File: src/rtl/blk_assemble_pkg.sv
// Shared widths, types and helpers for the block assembler.
//   PROCB_TOTAL_MSB : MSB of the message byte total
//   BLK_OP_MSB      : MSB of the block op tag
//   BLK_WORDS       : 32-bit words per 64-byte block
//   BLK_BYTES       : bytes per block
package blk_assemble_pkg;

  localparam int unsigned PROCB_TOTAL_MSB = 15;
  localparam int unsigned BLK_OP_MSB      = 1;
  localparam int unsigned BLK_WORDS       = 16;
  localparam int unsigned BLK_BYTES       = 64;

  // Dataset source flags in priority order (mem wins over the synthesized sources).
  typedef struct packed {
    logic mem;
    logic add_total;
    logic add0x80pad;
    logic add0pad;
  } ds_kind_t;

  // Index of the highest set bit; 0 for an argument of 0.
  function automatic int msb(input int value);
    int r;
    r = 0;
    for (int i = 0; i < 32; i++) begin
      if (value[i]) r = i;
    end
    return r;
  endfunction

  // More than one byte-producing source flagged in the same dataset.
  function automatic logic multi_src(input ds_kind_t k);
    return (k.mem & k.add_total) | (k.mem & k.add0x80pad) | (k.add_total & k.add0x80pad);
  endfunction

endpackage

File: src/rtl/blk_assemble_byte_extract.sv
// Stage-1 byte formation: picks len bytes from the memory word at the given offset,
// or synthesizes the 0x80 pad byte, zero padding, or the bit-length field.
//   kind_i     : dataset source flags
//   len_i      : byte count 1..4 (bytes at or above len are forced to zero)
//   off_i      : byte offset within mem_dout_i
//   total_i    : message byte total
//   mem_dout_i : memory word read for this dataset
//   bytes_o    : byte k at bits [8k+7:8k]
module blk_assemble_byte_extract
  import blk_assemble_pkg::*;
(
  input  ds_kind_t                 kind_i,
  input  logic [2:0]               len_i,
  input  logic [1:0]               off_i,
  input  logic [PROCB_TOTAL_MSB:0] total_i,
  input  logic [31:0]              mem_dout_i,
  output logic [31:0]              bytes_o
);

  logic [31:0] raw;
  logic [31:0] mask;
  logic [31:0] total_bits;

  always_comb begin
    // Bit count = byte total * 8, zero-extended.
    total_bits = '0;
    total_bits[PROCB_TOTAL_MSB+3:0] = {total_i, 3'b000};

    if (kind_i.mem) begin
      raw = mem_dout_i >> {off_i, 3'b000};
    end else if (kind_i.add_total) begin
      raw = total_bits;
    end else if (kind_i.add0x80pad) begin
      raw = 32'h0000_0080;
    end else begin
      raw = '0;
    end

    // Zeroed upper bytes let the accumulator merge with a plain OR.
    case (len_i)
      3'd0:    mask = 32'h0000_0000;
      3'd1:    mask = 32'h0000_00ff;
      3'd2:    mask = 32'h0000_ffff;
      3'd3:    mask = 32'h00ff_ffff;
      default: mask = 32'hffff_ffff;
    endcase

    bytes_o = raw & mask;
  end

endmodule

File: src/rtl/blk_assemble.sv
// Block assembler: packs dataset bytes little-endian into 32-bit words and writes each
// 64-byte block as 16 words into the MD5 core input buffer. Fixed latency of 2 cycles.
//   CLK, RST_N             : clock, asynchronous active-low reset
//   in_*                   : dataset (valid when any of mem/pad/total flags is set)
//   mem_dout               : memory word, valid the cycle after in_mem_rd_en
//   out_wr_en/out_data     : word write strobe and packed word
//   out_word_addr          : word index within the block
//   out_thread_num/blk_op  : tags taken from the block's first dataset
//   out_blk_end            : asserted with the block's last word
//   err                    : sticky protocol error
module blk_assemble
  import blk_assemble_pkg::*;
#(
  parameter int N_THREADS     = -1,
  parameter int N_THREADS_MSB = msb(N_THREADS - 1)
) (
  input  logic                     CLK,
  input  logic                     RST_N,
  input  logic                     in_mem_rd_en,
  input  logic                     in_add0x80pad,
  input  logic                     in_add0pad,
  input  logic                     in_add_total,
  input  logic [2:0]               in_len,
  input  logic [1:0]               in_off,
  input  logic [PROCB_TOTAL_MSB:0] in_total,
  input  logic [N_THREADS_MSB:0]   in_thread_num,
  input  logic [BLK_OP_MSB:0]      in_blk_op,
  input  logic                     in_blk_end,
  input  logic [31:0]              mem_dout,
  output logic                     out_wr_en,
  output logic [31:0]              out_data,
  output logic [3:0]               out_word_addr,
  output logic [N_THREADS_MSB:0]   out_thread_num,
  output logic [BLK_OP_MSB:0]      out_blk_op,
  output logic                     out_blk_end,
  output logic                     err
);

  localparam logic [7:0] BlkBytes = 8'(BLK_BYTES);
  localparam logic [3:0] LastWord = 4'(BLK_WORDS - 1);

  logic in_valid;
  assign in_valid = in_mem_rd_en | in_add0x80pad | in_add0pad | in_add_total;

  // Stage 1: dataset fields, aligned with mem_dout.
  logic                     s1_valid_q;
  ds_kind_t                 s1_kind_q;
  logic [2:0]               s1_len_q;
  logic [1:0]               s1_off_q;
  logic [PROCB_TOTAL_MSB:0] s1_total_q;
  logic [N_THREADS_MSB:0]   s1_thread_q;
  logic [BLK_OP_MSB:0]      s1_op_q;
  logic                     s1_end_q;

  always_ff @(posedge CLK or negedge RST_N) begin
    if (!RST_N) begin
      s1_valid_q  <= 1'b0;
      s1_kind_q   <= '0;
      s1_len_q    <= '0;
      s1_off_q    <= '0;
      s1_total_q  <= '0;
      s1_thread_q <= '0;
      s1_op_q     <= '0;
      s1_end_q    <= 1'b0;
    end else begin
      s1_valid_q <= in_valid;
      if (in_valid) begin
        s1_kind_q   <= {in_mem_rd_en, in_add_total, in_add0x80pad, in_add0pad};
        s1_len_q    <= in_len;
        s1_off_q    <= in_off;
        s1_total_q  <= in_total;
        s1_thread_q <= in_thread_num;
        s1_op_q     <= in_blk_op;
        s1_end_q    <= in_blk_end;
      end
    end
  end

  logic [31:0] ext_bytes;

  blk_assemble_byte_extract u_byte_extract (
    .kind_i     (s1_kind_q),
    .len_i      (s1_len_q),
    .off_i      (s1_off_q),
    .total_i    (s1_total_q),
    .mem_dout_i (mem_dout),
    .bytes_o    (ext_bytes)
  );

  // Stage 2: accumulator, counters and registered write.
  logic [23:0]              acc_q, acc_d;
  logic [1:0]               acc_cnt_q, acc_cnt_d;
  logic [6:0]               cnt_q, cnt_d;
  logic [3:0]               addr_q, addr_d;
  logic                     wr_q, wr_d;
  logic [31:0]              data_q, data_d;
  logic                     end_q, end_d;
  logic [N_THREADS_MSB:0]   thr_q, thr_d;
  logic [BLK_OP_MSB:0]      op_q, op_d;
  logic                     err_q, err_d;

  logic [55:0] merged;
  logic [3:0]  fill;
  logic [7:0]  sum;
  logic [3:0]  mem_span;
  logic        ds_err;

  always_comb begin
    merged   = {32'b0, acc_q} | ({24'b0, ext_bytes} << {acc_cnt_q, 3'b000});
    fill     = {2'b0, acc_cnt_q} + {1'b0, s1_len_q};
    sum      = {1'b0, cnt_q} + {5'b0, s1_len_q};
    mem_span = {2'b0, s1_off_q} + {1'b0, s1_len_q};

    acc_d     = acc_q;
    acc_cnt_d = acc_cnt_q;
    cnt_d     = cnt_q;
    addr_d    = addr_q;
    wr_d      = 1'b0;
    data_d    = data_q;
    end_d     = 1'b0;
    thr_d     = thr_q;
    op_d      = op_q;
    err_d     = err_q;
    ds_err    = 1'b0;

    if (s1_valid_q) begin
      // First dataset of a block sets the tags used for all its words.
      if (cnt_q == '0) begin
        thr_d = s1_thread_q;
        op_d  = s1_op_q;
      end

      wr_d = (fill >= 4'd4);
      if (wr_d) begin
        data_d    = merged[31:0];
        acc_d     = merged[55:32];
        acc_cnt_d = 2'(fill - 4'd4);
        addr_d    = addr_q + 4'd1;
      end else begin
        acc_d     = merged[23:0];
        acc_cnt_d = fill[1:0];
      end

      cnt_d = (sum > 8'd127) ? 7'h7f : sum[6:0];
      end_d = wr_d & s1_end_q;

      // Block end always restarts the block, even after a protocol error.
      if (s1_end_q) begin
        cnt_d     = '0;
        acc_d     = '0;
        acc_cnt_d = '0;
        addr_d    = '0;
      end

      if (s1_len_q == 3'd0 || s1_len_q > 3'd4)                 ds_err = 1'b1;
      if (s1_kind_q.mem && mem_span > 4'd4)                    ds_err = 1'b1;
      if (sum > BlkBytes)                                      ds_err = 1'b1;
      if (s1_end_q && sum != BlkBytes)                         ds_err = 1'b1;
      if (wr_d && addr_q == LastWord && !s1_end_q)             ds_err = 1'b1;
      if (multi_src(s1_kind_q))                                ds_err = 1'b1;
      if (cnt_q != '0 && s1_thread_q != thr_q)                 ds_err = 1'b1;

      err_d = err_q | ds_err;
    end
  end

  always_ff @(posedge CLK or negedge RST_N) begin
    if (!RST_N) begin
      acc_q     <= '0;
      acc_cnt_q <= '0;
      cnt_q     <= '0;
      addr_q    <= '0;
      wr_q      <= 1'b0;
      data_q    <= '0;
      end_q     <= 1'b0;
      thr_q     <= '0;
      op_q      <= '0;
      err_q     <= 1'b0;
    end else begin
      acc_q     <= acc_d;
      acc_cnt_q <= acc_cnt_d;
      cnt_q     <= cnt_d;
      addr_q    <= addr_d;
      wr_q      <= wr_d;
      data_q    <= data_d;
      end_q     <= end_d;
      thr_q     <= thr_d;
      op_q      <= op_d;
      err_q     <= err_d;
    end
  end

  // addr_q has already advanced past the word being written.
  logic [3:0] wr_addr_q;

  always_ff @(posedge CLK or negedge RST_N) begin
    if (!RST_N) begin
      wr_addr_q <= '0;
    end else if (wr_d) begin
      wr_addr_q <= addr_q;
    end
  end

  assign out_wr_en      = wr_q;
  assign out_data       = data_q;
  assign out_word_addr  = wr_addr_q;
  assign out_thread_num = thr_q;
  assign out_blk_op     = op_q;
  assign out_blk_end    = end_q;
  assign err            = err_q;

endmodule

File: config.mk
export PLATFORM = sky130hd
export DESIGN_NAME = blk_assemble
export DESIGN_NICKNAME = d
export VERILOG_FILES = /design/src/rtl/blk_assemble_pkg.sv /design/src/rtl/blk_assemble_byte_extract.sv /design/src/rtl/blk_assemble.sv
export SDC_FILE = /design/constraint.sdc
export NUM_CORES = 1
export LEC_CHECK = 0
export ABC_AREA = 1
export BUFFER_PORTS_ARGS = -buffer_cell sky130_fd_sc_hd__buf_2
export CAP_MARGIN = 20
export CORE_MARGIN = 5
export CORE_UTILIZATION = 44
export DETAILED_ROUTE_END_ITERATION = 7
export GPL_ROUTABILITY_DRIVEN = 1
export PLACE_DENSITY = 0.65
export SETUP_SLACK_MARGIN = 0.1
export SYNTH_ARGS = -nofsm -noshare
export SYNTH_HDL_FRONTEND = slang
export SYNTH_SLANG_ARGS = --single-unit
File: constraint.sdc
create_clock -name CLK -period 2.7 [get_ports CLK]
set_clock_uncertainty 0.05 [all_clocks]
set_input_delay 0 -clock CLK [delete_from_list [all_inputs] [get_ports CLK]]
set_output_delay 0 -clock CLK [all_outputs]
set_load 0.02 [all_outputs]
==> results of run 1 <==
==> sequential cells by signal (all words and copies together) (netlist names), 3 cells and up <==
signal and cells:
acc_q 24, addr_q 4, cnt_q 7, out_data 32, out_thread_num 32, out_word_addr 4, s1_kind_q 3, s1_len_q 3
s1_thread_q 32, s1_total_q 16
==> power groups by stage <==
stage,clock network (W),logic (W),registers (W)
2_1_floorplan,0,0.00150,0.00406
3_3_place_gp,0,0.00303,0.00357
3_5_place_dp,0,0.00306,0.00358
4_1_cts,0.00255,0.00315,0.00355
5_1_grt,0.00267,0.00349,0.00362
6_report,0.00250,0.00313,0.00355
==> logic make-up after synthesis <==
group	share of synthesized area (%)
AOI/OAI and AO/OA	12.09
xor gates and xnor gates	2.427
adders and majority gates	1.775
buffers and inverters	8.182
DFF	47.15
muxes	0.8597
and+or+nand+nor	27.51
==> per-layer routing <==
metal  part of all wire (%)  vias up  global-route usage, %
met5                   0.23        -                      0
met4                    2.4        8                  7.382
met3                    9.2       57                  5.881
met2                     44      343                  35.46
met1                     44     4025                  33.20
li1                       -     4271                      -
==> final timing paths <==
path,start,end
min,RST_N,s1_thread_q[19]
min reg2reg,out_word_addr[3],out_word_addr[3]
max in group asynchronous,RST_N,acc_q[22]
min in group CLK,in_add0pad,s1_thread_q[14]
max reg2reg,s1_len_q[0],acc_q[8]
max,s1_len_q[0],acc_q[8]
==> placed cells by master (no fill, tap or decap), types with 4 or more instances in the layout <==
cell type / count
xnor2_1: 23
o21ai_0: 144
nand2_1: 424
inv_1: 122
a31oi_1: 4
nand4_1: 8
ha_1: 8
dfrtp_1: 170
o211ai_1: 9
inv_8: 4
mux2_2: 6
nand3_1: 100
nor3_1: 15
nor2_1: 48
o21a_1: 8
a21oi_1: 14
clkbuf_16: 17
o21ai_1: 7
buf_4: 17
dlygate4sd3_1: 60
inv_6: 4
buf_2: 165
a22oi_1: 8
buf_12: 4
==> layout make-up <==
cell class / instances / area (um2)
diodes: 3 / 7.507
clock buffers: 17 / 425.4
clock inverters: 15 / 173.9
fillers: 1863 / 8865
inverters: 126 / 473.0
multi-input cells: 850 / 4053
flip-flops and latches: 170 / 4254
well taps: 270 / 337.8
repair buffers: 247 / 1645
==> through the flow <==
step | worst slack, ns | cells | area [um2]
4_1_cts | 0.4101 | 1695 | 11360
6_report | 0.4073 | 1698 | 11370
5_1_grt | 0.1433 | 1696 | 11360
2_1_floorplan | 0.6047 | 1205 | 9022
3_3_place_gp | 0.4672 | 1603 | 10160
3_5_place_dp | 0.4125 | 1603 | 10160
==> critical path: stages (launching register included) <==
cell     delay, ns
dfrtp_1       0.43
ha_1          0.25
fa_1          0.38
o21ai_1       0.30
inv_1         0.21
nand2_2       0.10
nor2_1        0.04
buf_4         0.19
a22oi_1       0.14
nand2_1       0.09
==> timing repair <==
| item | in CTS | in global routing |
|---|---|---|
| hold endpoints to repair | 127 | 0 |
| endpoints found under the setup margin | 0 | 0 |
| hold buffers | 60 | 0 |
==> impl_metrics.env, run 1 <==
export IMPL_fin_setup_tns_ns=0
export IMPL_hold_violations=0
export IMPL_vdd_drop_max_mv=0.4711
export IMPL_worst_pin_slew_ns=0.6651
export IMPL_r2r_setup_slack_ns=0.41
export IMPL_slew_headroom_pct=55.66
export IMPL_globalplace_congestion=0.9172
export IMPL_grt_usage_pct=23.42
export IMPL_numCtsBuffers=17
export IMPL_synthTopCellsByArea="dfrtp_1 (47%), nand2_1 (18%), o21ai_0 (8.0%)"
export IMPL_clockBufferDepth=2
export IMPL_first_iter_violations=699
export IMPL_end_kind="flip-flop"
export IMPL_p_int_w=0.005529
export IMPL_grt_max_degree=77
export IMPL_cts_resized=0
export IMPL_synth_seq_cells=170
export IMPL_drc=0
export IMPL_yosysUniqueCellTypes=39
export IMPL_synth_edf_count=0
export IMPL_arrival_ns=2.56
export IMPL_cts_sinks=170
export IMPL_dieWidth_um=153.2
export IMPL_synthToLayoutAreaGrowth_pct=26.02
export IMPL_hpwl_um=19560
export IMPL_status="finished, final reports clean"
export IMPL_core_um2=20230
export IMPL_synth_most_common_cell="nand2_1"
export IMPL_powerDensity_nw_per_um2=807.2
export IMPL_post_cts_buffers=0
export IMPL_cts_tree="done"
export IMPL_p_comb_share_pct=34.1
export IMPL_maxCapViolations=0
export IMPL_ys_flop_type="dfrtp_1"
export IMPL_grt_pass1_vias=8427
export IMPL_wl_um=27020
export IMPL_p_switching_w=0.003649
export IMPL_root_buffer="clkbuf_16"
export IMPL_nNetsFinal=1517
export IMPL_start_util_pct=44.59
export IMPL_p_seq_share_pct=38.6
export IMPL_grt_pass1_wl_um=44680
export IMPL_ant_nets=0
export IMPL_fp_dieArea_um2=23470
export IMPL_h_tree_depth=4
export IMPL_vias_per_cell=5.126
export IMPL_die_y_um=153.2
export IMPL_avgSynthCellArea_um2=7.487
export IMPL_crit_fanout=8
export IMPL_setup_viol=0
export IMPL_post_route_period_util_pct=84.92
export IMPL_synth_area_leader_cell="dfrtp_1"
export IMPL_synth_top_cells_by_count="nand2_1 (425), dfrtp_1 (170), o21ai_0 (144)"
export IMPL_rsz0062_at_grt="false"
export IMPL_leakage_nw=6.022
export IMPL_std_cell_rows=52
export IMPL_slew_viol_final=0
export IMPL_whs_ns=0.07544
export IMPL_worst_endpoint_required_ns=2.97
export IMPL_worstSkewPairLatency_ns=0.43
export IMPL_async_reset_ff_share_pct=100.0
export IMPL_path_clk_slew_ns=0.08
export IMPL_drtPass1Iterations=5
export IMPL_io_buffers=166
export IMPL_drt_wirelength_per_cell_um=15.91
export IMPL_sw_frac_of_total_pct=39.75
export IMPL_synth_top_cell_area_share_pct=47.15
export IMPL_crit_type="flip-flop to flip-flop"
export IMPL_syn_nets=1310
export IMPL_max_freq_mhz=436.2
export IMPL_ys_seq_area_share_pct=47.15
export IMPL_ioPinCount=167
export IMPL_hold_path_class="input port to async pin"
export IMPL_cp_start_kind="flip-flop"
export IMPL_fin_util_pct=56.19
export IMPL_finalPower_w=0.009178
export IMPL_netlist_area_um2=9022
export IMPL_r2r_cells=9
export IMPL_postSynthCellCount=1205
export IMPL_ys_warn_count=0
export IMPL_grt_antenna_before_repair=5
export IMPL_gr_total_overflow=0
export IMPL_drive_above_1_share_pct=16.77
export IMPL_vias=8704
export IMPL_min_period_ns=2.293
export IMPL_p_clk_share_pct=27.3
Note: power is estimated with default switching activity, not from simulation.
==> inputs of run 2 (changes only) <==
==> constraint.sdc (replaced) <==
create_clock -name CLK -period 2.2 [get_ports CLK]
set_clock_uncertainty 0.05 [all_clocks]
set_input_delay 0 -clock CLK [delete_from_list [all_inputs] [get_ports CLK]]
set_output_delay 0 -clock CLK [all_outputs]
set_load 0.02 [all_outputs]
==> impl_metrics.env, run 2 (synthesized netlist as in run 1, its figures left out) <==
export IMPL_status="finished, final reports clean"
export IMPL_vias_per_cell=5.125
export IMPL_fin_util_pct=59.37
export IMPL_slew_viol_final=0
export IMPL_grt_usage_pct=23.75
export IMPL_synthToLayoutAreaGrowth_pct=33.16
export IMPL_gr_total_overflow=0
export IMPL_r2r_cells=9
export IMPL_die_y_um=153.2
export IMPL_globalplace_congestion=0.9153
export IMPL_ant_nets=0
export IMPL_powerDensity_nw_per_um2=970.1
export IMPL_fp_dieArea_um2=23470
export IMPL_p_seq_share_pct=37.4
export IMPL_min_period_ns=2.135
export IMPL_drc=0
export IMPL_hpwl_um=19530
export IMPL_grt_pass1_wl_um=44930
export IMPL_io_buffers=166
export IMPL_numCtsBuffers=17
export IMPL_worst_endpoint_required_ns=2.48
export IMPL_cp_slowest_cell="dfrtp_2"
export IMPL_rsz0062_at_grt="true"
export IMPL_maxCapViolations=0
export IMPL_end_kind="flip-flop"
export IMPL_slew_headroom_pct=59.03
export IMPL_path_clk_slew_ns=0.08
export IMPL_worst_pin_slew_ns=0.6146
export IMPL_sw_frac_of_total_pct=40.08
export IMPL_leakage_nw=6.297
export IMPL_drtPass1Iterations=5
export IMPL_nNetsFinal=1557
export IMPL_vias=8907
export IMPL_final_common_cell="nand2_1"
export IMPL_fin_setup_tns_ns=0
export IMPL_post_route_period_util_pct=97.03
export IMPL_ioPinCount=167
export IMPL_core_um2=20230
export IMPL_path_cells="ha_4, fa_2, o21ai_4, buf_6, nor2_4, buf_12, buf_8, clkbuf_16, o21a_1"
export IMPL_crit_type="flip-flop to flip-flop"
export IMPL_start_util_pct=44.59
export IMPL_setup_viol=0
export IMPL_grt_pass1_vias=8652
export IMPL_grt_max_degree=69
export IMPL_cts_sinks=170
export IMPL_root_buffer="clkbuf_16"
export IMPL_p_int_w=0.006984
export IMPL_final_cell_mix="nand2_1 (419), dfrtp_1 (167), buf_2 (165)"
export IMPL_p_switching_w=0.004671
export IMPL_cpPeakStageDelay_ns=0.46
export IMPL_hold_violations=0
export IMPL_p_comb_share_pct=36.5
export IMPL_p_clk_share_pct=26.1
export IMPL_drt_wirelength_per_cell_um=16.23
export IMPL_arrival_ns=2.41
export IMPL_max_freq_mhz=468.5
export IMPL_wl_um=28210
export IMPL_std_cell_rows=52
export IMPL_cts_tree="done"
export IMPL_finalPower_w=0.01166
export IMPL_worstSkewPairLatency_ns=0.43
export IMPL_clockBufferDepth=2
export IMPL_hold_path_class="input port to async pin"
export IMPL_dieWidth_um=153.2
export IMPL_crit_fanout=5
export IMPL_vdd_drop_max_mv=0.5338
export IMPL_cp_start_kind="flip-flop"
export IMPL_first_iter_violations=631
export IMPL_grt_antenna_before_repair=8
export IMPL_drive_above_1_share_pct=20.68
export IMPL_h_tree_depth=4
## run 2: cell count changes in the layout (fill, tap and decap cells not counted), sizes merged
cell / change
inv: -1
clkinv: +1
clkinvlp: +2
bufinv: -1
clkbuf: +4
buf: +35
## run 2: repair_timing
item,4_1_cts,5_1_grt
pin swaps,3,15
endpoints found under the hold margin,229,0
resized for setup,9,40
setup buffers,6,4
setup endpoints to repair,15,62
cloned,2,8
hold buffers,60,0
## run 2: area by class of cell
type	instances	area (um2)
diodes	3	7.507
clock buffers	17	425.4
clock inverters	15	175.2
fillers	1879	8220
inverters	126	479.2
multi-input cells	850	4165
flip-flops and latches	170	4258
well taps	270	337.8
repair buffers	286	2161
repair inverters	1	5.005
## run 2: path summary, 6_finish.rpt
path	startpoint	to	slack (ns)
min in group CLK	mem_dout[28]	acc_q[20]	0.08
hold reg to reg	out_word_addr[1]	out_word_addr[1]	0.42
setup reg to reg	s1_len_q[0]	out_data[7]	0.07
setup / recovery	s1_len_q[0]	out_data[7]	0.07
max in group asynchronous	RST_N	s1_total_q[8]	1.41
hold / removal	RST_N	s1_kind_q[3]	0.07
## run 2: critical path, delay by kind of cell, from the launching register on
| kind | cells | cell delay (ns) |
|---|---|---|
| adder cells (fa/ha/maj) | 2 | 0.56 |
| AND/OR/NAND/NOR | 1 | 0.04 |
| flip-flops | 1 | 0.46 |
| AO/OA/AOI/OAI | 2 | 0.34 |
| buffers and inverters | 4 | 0.56 |
## run 2: per-layer routing
layer	GRT usage [%]	up-vias	share of wire, %
li1	-	4358	-
met1	32.37	4194	44
met2	37.49	295	46
met3	6.333	48	7.2
met4	6.916	12	2.0
met5	0	-	0.27
## run 2: through the flow
step / instances / cell area, um2 / hold WS [ns] / worst slack (ns)
floorplan: 1205 / 9022 / -0.3456 / 0.1047
global placement: 1623 / 10380 / -0.05180 / 0.07251
detailed placement: 1623 / 10380 / -0.04564 / 0.05482
CTS: 1723 / 11710 / 0.05307 / 0.09513
global route: 1737 / 12010 / 0.1074 / 0.01451
finish: 1738 / 12010 / 0.06655 / 0.06530
## run 2: power by group through the flow
stage / logic (W) / clock network (W) / registers, W
after global placement: 0.00379 / 0 / 0.00438
final: 0.00425 / 0.00304 / 0.00436
after floorplan: 0.00184 / 0 / 0.00498
after global routing: 0.00470 / 0.00322 / 0.00446
after CTS: 0.00408 / 0.00310 / 0.00435
after detailed placement: 0.00386 / 0 / 0.00439
